**config.mk**
```make
export PLATFORM = sky130hd
export DESIGN_NAME = sb_color_scan_scheduler
export DESIGN_NICKNAME = d
export VERILOG_FILES = /design/src/rtl/sb_color_pkg.sv /design/src/rtl/sb_rr_arbiter.sv /design/src/rtl/sb_color_scan_scheduler.sv
export SDC_FILE = /design/constraint.sdc
export NUM_CORES = 1
export LEC_CHECK = 0
export CAP_MARGIN = 40
export CORE_MARGIN = 2
export CORE_UTILIZATION = 45
export CTS_BUF_LIST = sky130_fd_sc_hd__clkbuf_2
export CTS_CLUSTER_DIAMETER = 30
export DETAILED_ROUTE_END_ITERATION = 10
export PLACE_DENSITY = 0.74
export SKIP_LAST_GASP = 1
export SLEW_MARGIN = 20
export SYNTH_ARGS = -nofsm -noshare
export SYNTH_HDL_FRONTEND = slang
export SYNTH_SLANG_ARGS = --single-unit
```
**constraint.sdc**
```tcl
create_clock -name clk -period 4.4 [get_ports clk]
set_input_delay 0.88 -clock clk [delete_from_list [all_inputs] [get_ports clk]]
set_output_delay 0.88 -clock clk [all_outputs]
set_load 0.005 [all_outputs]
```
**src/rtl/sb_color_pkg.sv**
```systemverilog
// sb_color_pkg
// Shared definitions for the colour-sensor scan scheduler:
//   - 3-bit {R,G,B} colour codes returned with each result
//   - {S2,S3} filter-select encodings for the TCS3200
//   - scan state and filter-phase enums
//   - phase_filter(): maps a filter phase to its {S2,S3} select value
package sb_color_pkg;

  localparam logic [2:0] COL_WHITE = 3'b111;
  localparam logic [2:0] COL_RED   = 3'b100;
  localparam logic [2:0] COL_GREEN = 3'b010;
  localparam logic [2:0] COL_BLUE  = 3'b001;

  localparam logic [1:0] FLT_CLEAR = 2'b10;
  localparam logic [1:0] FLT_RED   = 2'b00;
  localparam logic [1:0] FLT_BLUE  = 2'b01;
  localparam logic [1:0] FLT_GREEN = 2'b11;

  // SET, WAIT and SAMP are shared by all four filters; the phase register
  // says which filter the scan is currently working on.
  typedef enum logic [2:0] {
    ST_IDLE,
    ST_SET,
    ST_WAIT,
    ST_SAMP,
    ST_DECIDE,
    ST_DONE
  } scan_state_e;

  // Filter phases in scan order. The value also indexes the latched-count array.
  typedef enum logic [1:0] {
    PH_CLEAR,
    PH_RED,
    PH_BLUE,
    PH_GREEN
  } scan_phase_e;

  function automatic logic [1:0] phase_filter(input scan_phase_e ph);
    logic [1:0] flt;
    unique case (ph)
      PH_CLEAR: flt = FLT_CLEAR;
      PH_RED:   flt = FLT_RED;
      PH_BLUE:  flt = FLT_BLUE;
      PH_GREEN: flt = FLT_GREEN;
      default:  flt = FLT_CLEAR;
    endcase
    return flt;
  endfunction

endpackage

```
**src/rtl/sb_rr_arbiter.sv**
```systemverilog
// sb_rr_arbiter
// Purely combinational round-robin pick: returns the first set request bit
// at or after pointer_i, wrapping modulo N_REQ. The caller owns the pointer.
// Ports:
//   req_i      [N_REQ]  request vector
//   enable_i            when low, no winner is produced
//   pointer_i  [IDX_W]  highest-priority requester index
//   winner_o   [N_REQ]  one-hot winner (zero if no request or disabled)
//   index_o    [IDX_W]  index of the winner (zero if none)
module sb_rr_arbiter #(
  parameter int N_REQ = 2,
  localparam int IDX_W = (N_REQ > 1) ? $clog2(N_REQ) : 1
) (
  input  logic [N_REQ-1:0] req_i,
  input  logic             enable_i,
  input  logic [IDX_W-1:0] pointer_i,
  output logic [N_REQ-1:0] winner_o,
  output logic [IDX_W-1:0] index_o
);

  logic             found;
  int               cand;
  logic [IDX_W-1:0] cand_idx;

  // Walk the requesters starting at the pointer; the first hit wins.
  always_comb begin
    winner_o = '0;
    index_o  = '0;
    found    = 1'b0;
    cand     = 0;
    cand_idx = '0;
    if (enable_i) begin
      for (int k = 0; k < N_REQ; k++) begin
        cand     = (int'(pointer_i) + k) % N_REQ;
        cand_idx = IDX_W'(cand);
        if (!found && req_i[cand_idx]) begin
          winner_o[cand_idx] = 1'b1;
          index_o            = cand_idx;
          found              = 1'b1;
        end
      end
    end
  end

endmodule

```
**src/rtl/sb_color_scan_scheduler.sv**
```systemverilog
// sb_color_scan_scheduler
// Arbitrates the shared TCS3200 colour sensor between N_REQ requesters and
// runs one colour scan per grant: clear, red, blue, green filters, each with
// a counter restart, a settle window and a count sample. A low clear count
// short-cuts to white; otherwise the RGB counts are compared (a smaller
// period count means a stronger channel).
// Ports:
//   clk, rst            clock, asynchronous active-high reset
//   req_i        [N]    level requests, sampled only while idle
//   grant_o      [N]    one-hot grant, held for the whole scan incl. DONE
//   s2_o, s3_o          sensor filter select
//   cnt_clear_o         one-cycle restart of the frequency counter
//   count_i      [CNT_W] frequency-counter result
//   result_valid_o      one-cycle pulse with a new colour
//   result_id_o  [ID_W] requester that was served
//   color_o      [3]    {R,G,B} colour code, held between results
module sb_color_scan_scheduler
  import sb_color_pkg::*;
#(
  parameter int N_REQ         = 2,
  parameter int CNT_W         = 14,
  parameter int SETTLE_CYCLES = 5000000,
  parameter int WHITE_THRESH  = 300,
  localparam int ID_W = (N_REQ > 1) ? $clog2(N_REQ) : 1
) (
  input  logic              clk,
  input  logic              rst,
  input  logic [N_REQ-1:0]  req_i,
  output logic [N_REQ-1:0]  grant_o,
  output logic              s2_o,
  output logic              s3_o,
  output logic              cnt_clear_o,
  input  logic [CNT_W-1:0]  count_i,
  output logic              result_valid_o,
  output logic [ID_W-1:0]   result_id_o,
  output logic [2:0]        color_o
);

  localparam int SET_W = $clog2(SETTLE_CYCLES + 1);
  localparam logic [SET_W-1:0] SETTLE_LAST = SET_W'(SETTLE_CYCLES - 1);

  scan_state_e      state_q, state_d;
  scan_phase_e      phase_q, phase_d;
  logic [SET_W-1:0] settle_q, settle_d;

  logic [ID_W-1:0]  ptr_q, ptr_d;
  logic [N_REQ-1:0] grant_q, grant_d;
  logic [ID_W-1:0]  id_q, id_d;
  logic [ID_W-1:0]  result_id_q, result_id_d;
  logic [2:0]       color_q, color_d;
  logic [CNT_W-1:0] cnt_q [4];
  logic [CNT_W-1:0] cnt_d [4];

  logic             arb_enable;
  logic [N_REQ-1:0] arb_winner;
  logic [ID_W-1:0]  arb_index;
  logic             white_now;

  // Strict compares, so ties fall through toward blue, then green.
  function automatic logic [2:0] decide_rgb(input logic [CNT_W-1:0] r,
                                            input logic [CNT_W-1:0] g,
                                            input logic [CNT_W-1:0] b);
    logic [2:0] col;
    if (r < g && r < b)  col = COL_RED;
    else if (r < g)      col = COL_BLUE;
    else if (g < b)      col = COL_GREEN;
    else                 col = COL_BLUE;
    return col;
  endfunction

  assign arb_enable = (state_q == ST_IDLE);
  // The clear count is judged as it is being latched, so the white
  // decision costs no extra cycle.
  assign white_now  = (count_i < CNT_W'(WHITE_THRESH));

  sb_rr_arbiter #(
    .N_REQ(N_REQ)
  ) u_arb (
    .req_i    (req_i),
    .enable_i (arb_enable),
    .pointer_i(ptr_q),
    .winner_o (arb_winner),
    .index_o  (arb_index)
  );

  // State register: scan state, current filter phase and settle counter.
  always_ff @(posedge clk or posedge rst) begin
    if (rst) begin
      state_q  <= ST_IDLE;
      phase_q  <= PH_CLEAR;
      settle_q <= '0;
    end else begin
      state_q  <= state_d;
      phase_q  <= phase_d;
      settle_q <= settle_d;
    end
  end

  // Next-state logic. The phase advances when leaving SAMP so that the new
  // filter is already selected in the following SET cycle.
  always_comb begin
    state_d  = state_q;
    phase_d  = phase_q;
    settle_d = settle_q;
    unique case (state_q)
      ST_IDLE: begin
        if (|req_i) begin
          state_d = ST_SET;
          phase_d = PH_CLEAR;
        end
      end
      ST_SET: begin
        state_d  = ST_WAIT;
        settle_d = '0;
      end
      ST_WAIT: begin
        if (settle_q == SETTLE_LAST) state_d = ST_SAMP;
        else                         settle_d = settle_q + 1'b1;
      end
      ST_SAMP: begin
        unique case (phase_q)
          PH_CLEAR: begin
            if (white_now) begin
              state_d = ST_DONE;
            end else begin
              state_d = ST_SET;
              phase_d = PH_RED;
            end
          end
          PH_RED: begin
            state_d = ST_SET;
            phase_d = PH_BLUE;
          end
          PH_BLUE: begin
            state_d = ST_SET;
            phase_d = PH_GREEN;
          end
          default: state_d = ST_DECIDE;
        endcase
      end
      ST_DECIDE: state_d = ST_DONE;
      ST_DONE:   state_d = ST_IDLE;
      default:   state_d = ST_IDLE;
    endcase
  end

  // Datapath registers: arbitration pointer, grant, served id, latched
  // counts and the published result.
  always_ff @(posedge clk or posedge rst) begin
    if (rst) begin
      ptr_q       <= '0;
      grant_q     <= '0;
      id_q        <= '0;
      result_id_q <= '0;
      color_q     <= '0;
      for (int i = 0; i < 4; i++) cnt_q[i] <= '0;
    end else begin
      ptr_q       <= ptr_d;
      grant_q     <= grant_d;
      id_q        <= id_d;
      result_id_q <= result_id_d;
      color_q     <= color_d;
      cnt_q       <= cnt_d;
    end
  end

  // Datapath next values. The colour and id are loaded on the way into
  // DONE so they are visible together with result_valid.
  always_comb begin
    ptr_d       = ptr_q;
    grant_d     = grant_q;
    id_d        = id_q;
    result_id_d = result_id_q;
    color_d     = color_q;
    cnt_d       = cnt_q;
    unique case (state_q)
      ST_IDLE: begin
        if (|req_i) begin
          grant_d = arb_winner;
          id_d    = arb_index;
          ptr_d   = (arb_index == ID_W'(N_REQ - 1)) ? '0 : arb_index + 1'b1;
        end
      end
      ST_SAMP: begin
        cnt_d[phase_q] = count_i;
        if (phase_q == PH_CLEAR && white_now) begin
          color_d     = COL_WHITE;
          result_id_d = id_q;
        end
      end
      ST_DECIDE: begin
        color_d     = decide_rgb(cnt_q[PH_RED], cnt_q[PH_GREEN], cnt_q[PH_BLUE]);
        result_id_d = id_q;
      end
      ST_DONE: grant_d = '0;
      default: ;
    endcase
  end

  // Outputs decoded from the current state. Idle always parks the sensor
  // on the clear filter.
  always_comb begin
    cnt_clear_o    = (state_q == ST_SET);
    result_valid_o = (state_q == ST_DONE);
    {s2_o, s3_o}   = (state_q == ST_IDLE) ? FLT_CLEAR : phase_filter(phase_q);
  end

  assign grant_o     = grant_q;
  assign result_id_o = result_id_q;
  assign color_o     = color_q;

endmodule

```
==> results list, run 1 <==
* Outcome: complete, no violations
* Unrepaired setup endpoints after global routing: no
- Derived from the worst setup path, the maximum achievable clock frequency is 308 MHz.
- After routing the design area is 4950 µm².
- Prevailing post-synth register cell: sky130_fd_sc_hd__dfrtp_1
- Master cell of the clock root buffer: sky130_fd_sc_hd__clkbuf_2
- Endpoint arrival time on the critical path: 2.37 ns
* Capturing element type of the critical path: output pin
- Ys Warns: 0
- Post-synthesis sequential area ratio: 0.444
- The wire-length estimate of the detail-placed layout is 6710 µm.
- After global routing the overflow that remains totals 0.
- Die height: 103 µm
- Final Max Tran Viols: 0
- Subtracting the final worst setup slack from the clock period gives 3.25 ns.
- Max-cap violations: 0
- In the routed design, unresolved DRC markers number 0.
- Wire length per cell after detailed routing: 15.2 µm
- Number of buffers inserted by hold repair at cts: 0
- For the final database, setup skew stands at 0.0251 ns.
- Commonest cells after routing, fill and taps aside: sky130_fd_sc_hd__dfrtp_1, sky130_fd_sc_hd__ha_1, sky130_fd_sc_hd__mux2_2
- Counting along the longest clock path gives a buffer depth of 2.
* Initial cell density of the core: 0.457
- Net count after synthesis: 479
- The number of global-route vias before repair is 3203.
- Of the total power, combinational logic draws 0.484.
- In the routed layout, each cell is associated on average with a via count of 5.37.
- For this run, the detailed router's first-pass iteration total came to 4.
* Setup TNS: 0 ns
* Leading post-synthesis cells by cell area: sky130_fd_sc_hd__dfrtp_1, sky130_fd_sc_hd__ha_1, sky130_fd_sc_hd__mux2_2
* Switching share of total power: 0.391
* Setup Fix Bufs, Post-CTS: 0
- Slowest CP cell: sky130_fd_sc_hd__nor3_1
- H-tree depth: 3
- Die Wd: 103 µm
* CP Launch Type: register
- The analysis attributes to net switching a power of 1230 µW.
- The floorplan has 36 rows.
- First-pass GRT wire length: 15000 µm
* Most frequent standard cell in the layout excluding fill and tap cells: sky130_fd_sc_hd__dfrtp_1
- # nets final: 512
- VDD sags by at most 0.197 mV.
- 28 I/O pins were placed.
- The initial antenna violation count is 0.
- The critical path is of the register to output pin type.
- Power spread over the standard cell area amounts to 635 nW/µm².
* Die footprint: 10600 µm²
* Layout cells sized above 1: 0.160
* Worst Path Required: 3.52 ns
- Hold Fails Final Rpt: 0
- The core region is 9640 µm².
- 0 antenna diodes ended up in the layout.
- CTS sink count: 78
* Total Routing Usage GR: 0.184
* Async S/R FF share, synth: 1.00
- Post-Syn Area per Cell: 10.6 µm²
* Worst-path maximum fanout: 8
* Delay of the slowest cell on the worst path: 0.67 ns
* Layout Area Growth over Synthesis: 12.5%
* Class of the most critical hold timing path: register to register
- Slew at the pin closest to its max-slew limit: 0.763 ns
- Count of cell types in the netlist: 51
- Slew margin rel.: 0.487
- Cell-internal power: 1920 µW
- The detail route stage leaves a number of antenna-violating nets equal to 0.
- CTS clk-pin slew, worst paths: 0.19 ns
* Number of buffer cells added on primary ports: 27
- Cell-by-cell listing of the critical path: nor3_1 -> nand2b_1 -> clkdlybuf4s50_1
- Clock tree synthesis inserted a total of 9 buffers.
- Detailed Route Iter0 Violations: 109
- Total via count in the routed design: 3158
- The share of synthesized area in the top cell type comes to 0.444.
- The analysis attributes to cell leakage a power of 0.00222 µW.
- CTS tree: yes
* Final wirelength: 8960 µm
- After clock tree synthesis, the repair step resized 0 gates.
- At the later pin of the worst-skew pair, clock insertion delay measures 0.53 ns.
* GP Congestion: 0.809
* Netlist area before placement: 4400 µm²
- The share of total power dissipated in sequential elements is 0.381.
* Gate count after technology mapping: 417
- Seq cells post-synth: 78
- The synthesized design contains 0 enable-type register cells.
* Crit share post-route: 0.738
- Setup violations remaining at the end of the flow were counted as 0.
- Instance area at placement: 4810 µm²
* Portion of total power attributed to the clock network: 0.135
- Maximum number of pins on one net before global-route repair: 38
- Area leader, netlist: sky130_fd_sc_hd__dfrtp_1
[cell usage after synthesis, drive strengths merged, types with 2 or more instances]
cell type / number
dfrtp: 78
nand2b: 6
nor4: 6
nand2: 31
inv: 35
a211oi: 3
a21o: 5
ha: 44
o21ai: 11
nor4b: 2
a221oi: 2
clkbuf: 3
nor2b: 2
a21oi: 30
and3: 5
buf: 6
or3: 5
xnor2: 15
nand3: 8
nand4: 11
mux2: 44
nor3: 13
or2: 2
nor2: 29
o221ai: 5
[power by group through the flow]
stage	Clock [µW]	Combinational [µW]	Sequential, µW
floorplan	0	1120	1150
global route	473	1740	1240
CTS	442	1530	1200
global placement	0	1450	1200
finish	424	1520	1200
detailed placement	0	1520	1210
[per-stage QoR]
| stage | setup WS [ns] | cells | hold WS [ns] | util | total power, µW |
|---|---|---|---|---|---|
| floorplan | 1.52 | 417 | 0.441 | - | 2270 |
| global placement | 1.65 | 571 | 0.455 | 0.499 | 2660 |
| detailed placement | 1.61 | 571 | 0.470 | 0.499 | 2740 |
| CTS | 1.05 | 587 | 0.493 | 0.512 | 3170 |
| global route | 0.966 | 588 | 0.517 | 0.514 | 3450 |
| finish | 1.15 | 588 | 0.493 | 0.514 | 3140 |
[registers in the layout, summed over array words and instances, names as in the netlist]
register,cells
state_q,3
cnt_q,42
phase_q,2
grant_o,2
settle_q,23
ptr_q,1
id_q,1
result_id_o,1
color_o,3
[worst max-delay path, delay by kind of cell (launching register included)]
kind	cells	cell delay, ns
AND/OR/NAND/NOR	2	0.86
flip-flops	1	0.50
buffers and inverters	1	0.49
[final cells by class]
class                      instances  area (µm²)
clock buffer                      10        50.0
clock inverter                     6        76.3
fill                             879        4690
inverter                          35         131
multi-input combinational        295        2260
sequential                        78        1950
tap                              133         166
timing repair buffer              31         313
[layer usage]
metal	share of wire	global-route usage
met3	0.028	0.0556
met1	0.43	0.218
met5	0	0
met4	0.010	0.0547
met2	0.53	0.323
[kinds of logic after synthesis]
logic type	synth area share
buffers and inverters	0.0421
xor gates and xnor gates	0.0318
adders and majority gates	0.125
AOI/OAI and AO/OA	0.0930
DFF	0.444
and+or+nand+nor	0.152
muxes	0.113
[final timing paths]
| path | from | end | slack (ns) | cells past startpoint |
|---|---|---|---|---|
| min in group asynchronous | rst | phase_q[0] | 0.65 | 3 |
| min reg2reg | ptr_q | ptr_q | 0.49 | 1 |
| max reg2reg | settle_q[0] | settle_q[19] | 2.10 | 7 |
| max in group asynchronous | rst | state_q[0] | 3.16 | 4 |
| max | state_q[0] | s2_o | 1.15 | 3 |
| min | ptr_q | ptr_q | 0.49 | 1 |
Power figures use the tool's default switching activity.
==> run 2: changes to the inputs <==
Settings changed: PLACE_DENSITY 0.74 to 0.77.
Clock period 4.4 ns to 2.7 ns, I/O delays scaled along.
==> run 2 against run 1 <==
Net effect: register-to-register slack worse by 1.8 ns; flip-flop and latch count did not move; setup slack got worse by 1.0 ns; routed wire length is 0.46% higher; total power up 64%; sequential power grew 63%; clock skew rose by 0.025 ns; combinational power is 67% higher; die area is the same; clock power is 60% higher; clock-buffer cell count decreased by 1; core utilization rose by 0.34 points.
==> results list, run 2 (synthesis results as in run 1) <==
- The run finished with clean final reports.
* Maximum vdd drop: 0.472 mV
* Final Max Tran Viols: 0
- Slew margin rel.: 0.471
* Hold_ws: 0.331 ns
* Layout Area Growth over Synthesis: 13.3%
* Total Routing Usage GR: 0.184
- Detailed Route Iter0 Violations: 76
- Master cell of the clock root buffer: sky130_fd_sc_hd__clkbuf_2
- Most frequent standard cell in the layout excluding fill and tap cells: sky130_fd_sc_hd__dfrtp_1
- In this run the core area contains 36 standard-cell rows.
* Total via count in the routed design: 3195
* Worst Path Required: 2.16 ns
* Number of global-route vias before repair: 3340
- Critical path start-end classification: register to output pin
* Endpoint arrival time on the critical path: 2.04 ns
- Shortest clock period the worst path allows after layout: 2.58 ns
* Number of buffers between clock root and the deepest sink: 2
- Wire length per cell after detailed routing: 15.2 µm
- The initial antenna violation count came to 0.
- Flip-flop count of the largest register, all copies and words added: 42
* CTS clk-pin slew, worst paths: 0.24 ns
- Worst-path maximum fanout: 8
- Summing all flip-flop and latch instances after layout gives 1950 µm².
- Hold Fails Final Rpt: 0
* Slew at the pin closest to its max-slew limit: 0.791 ns
- Number of buffer cells added on primary ports: 27
* # nets final: 516
- Achievable clock frequency: 387 MHz
- Post-route DRC violation count: 0
* Count of pins on the block boundary: 28
- CTS sink count: 78
* Power per standard cell area: 1040 nW/µm²
- Initial cell density of the core: 0.457
- Unrepaired setup endpoints after global routing: yes
- Area of all placed cells without fillers: 4980 µm²
- Tot Pwr: 5170 µW
- The final layout contains routed wiring with a total length of 9000 µm.
* Commonest cells after routing, fill and taps aside: sky130_fd_sc_hd__dfrtp_1, sky130_fd_sc_hd__ha_1, sky130_fd_sc_hd__mux2_2
- More flip-flops sit in one register than any other, and that register is cnt_q.
- Max-cap violations in this run came to 0.
* Die Wd: 103 µm
- Crit share post-route: 0.957
- CORE AREA: 9640 µm²
- CP Launch Type: register
- Utilization of the core after routing: 0.517
- In the global route stage, met2 resource usage came out at 0.324.
- Registers with the highest flip-flop counts: cnt_q (42), settle_q (23)
- Multi-input gate area in the final layout: 2270 µm²
- met2 is the most crowded layer.
- Number of buffers inserted by hold repair at cts: 0
- Setup Skew: 0.0497 ns
- For met1 alone, demand over resource in global routing was 0.230.
- Leakage power figure: 0.00224 µW
- Detailed placement finished with a half-perimeter wire length of 6600 µm.
- TritonCTS built the clock tree.
* Number of nets with antenna violations after detailed routing: 0
- Maximum number of pins on one net before global-route repair: 41
- The first global-routing pass estimated 15300 µm of wire.
* Total global routing overflow: 0
- GP Congestion: 0.867
- At the later pin of the worst-skew pair, clock insertion delay measures 0.54 ns.
* H-tree depth: 3
- In this run, CTS created clock tree buffers numbering 9.
* Via/cell ratio: 5.40
- The repair_antennas step left the layout with diodes totalling 0.
- Counting the fill cells in the layout gives 850.
- In the global route stage, met3 resource usage came out at 0.0353.
* Setup Viol. Count Final: 0
* Die footprint: 10600 µm²
- The first TritonRoute pass finished after 4 iterations.
- The placed instances occupy a cell area of 4830 µm².
- The worst hold path belongs to the class input pin to asynchronous set/reset pin.
- Layout cells sized above 1: 0.176
- Capturing element type of the critical path: output pin
- The die is 103 µm tall.
run 2: cell count changes in the layout (fill, tap and decap cells not counted):
cell	change
sky130_fd_sc_hd__bufinv_16	-1
sky130_fd_sc_hd__clkbuf_2	-1
sky130_fd_sc_hd__nor3_2	+1
sky130_fd_sc_hd__buf_4	+4
sky130_fd_sc_hd__clkinv_4	+2
sky130_fd_sc_hd__nor3_1	-1
sky130_fd_sc_hd__inv_6	+3
sky130_fd_sc_hd__clkinv_1	-3
run 2: final timing paths:
path                              from      endpoint  slack [ns]  cells after the start
max                         state_q[0]          s2_o        0.12                      3
min                                rst  settle_q[20]        0.33                      2
max reg2reg                settle_q[0]  settle_q[17]        0.35                      7
min reg2reg                      ptr_q         ptr_q        0.49                      1
max in group asynchronous          rst    grant_o[0]        1.74                      3
min in group clk                 ptr_q         ptr_q        0.49                      1
run 2: timing repair:
item,4_1_cts,5_1_grt
buffers inserted,0,4
setup endpoints to repair,1,2
resized for setup,1,0
run 2: power breakdown:
part / switching [µW] / internal [µW]
Clock: 453 / 227
Combinational: 1270 / 1270
Sequential: 351 / 1600
run 2: area by class of cell:
| class | instances | share of cell area |
|---|---|---|
| repair buffers | 35 | 0.0688 |
| well taps | 133 | 0.0334 |
| clock buffers | 9 | 0.00904 |
| multi-input cells | 295 | 0.455 |
| inverters | 35 | 0.0264 |
| flip-flops and latches | 78 | 0.392 |
| clock inverters | 7 | 0.0158 |
run 2: per-stage QoR:
stage | setup slack (ns) | TNS (ns) | instances
finish | 0.116 | 0 | 592
global route | -0.0450 | -0.0450 | 592
CTS | 0.0107 | 0 | 588
detailed placement | 0.257 | 0 | 572
global placement | 0.278 | 0 | 572
floorplan | 0.165 | 0 | 417
run 2: routing by layer:
| layer | routed length [µm] | part of all wire |
|---|---|---|
| met5 | 0 | 0 |
| met4 | 108 | 0.012 |
| met3 | 317 | 0.035 |
| met2 | 4600 | 0.51 |
| met1 | 3980 | 0.44 |
run 2: worst max-delay path, cell delays in order (launching register included):
cell	delay (ns)
sky130_fd_sc_hd__dfrtp_1	0.55
sky130_fd_sc_hd__nor3_2	0.30
sky130_fd_sc_hd__nand2b_1	0.16
sky130_fd_sc_hd__clkdlybuf4s50_1	0.50
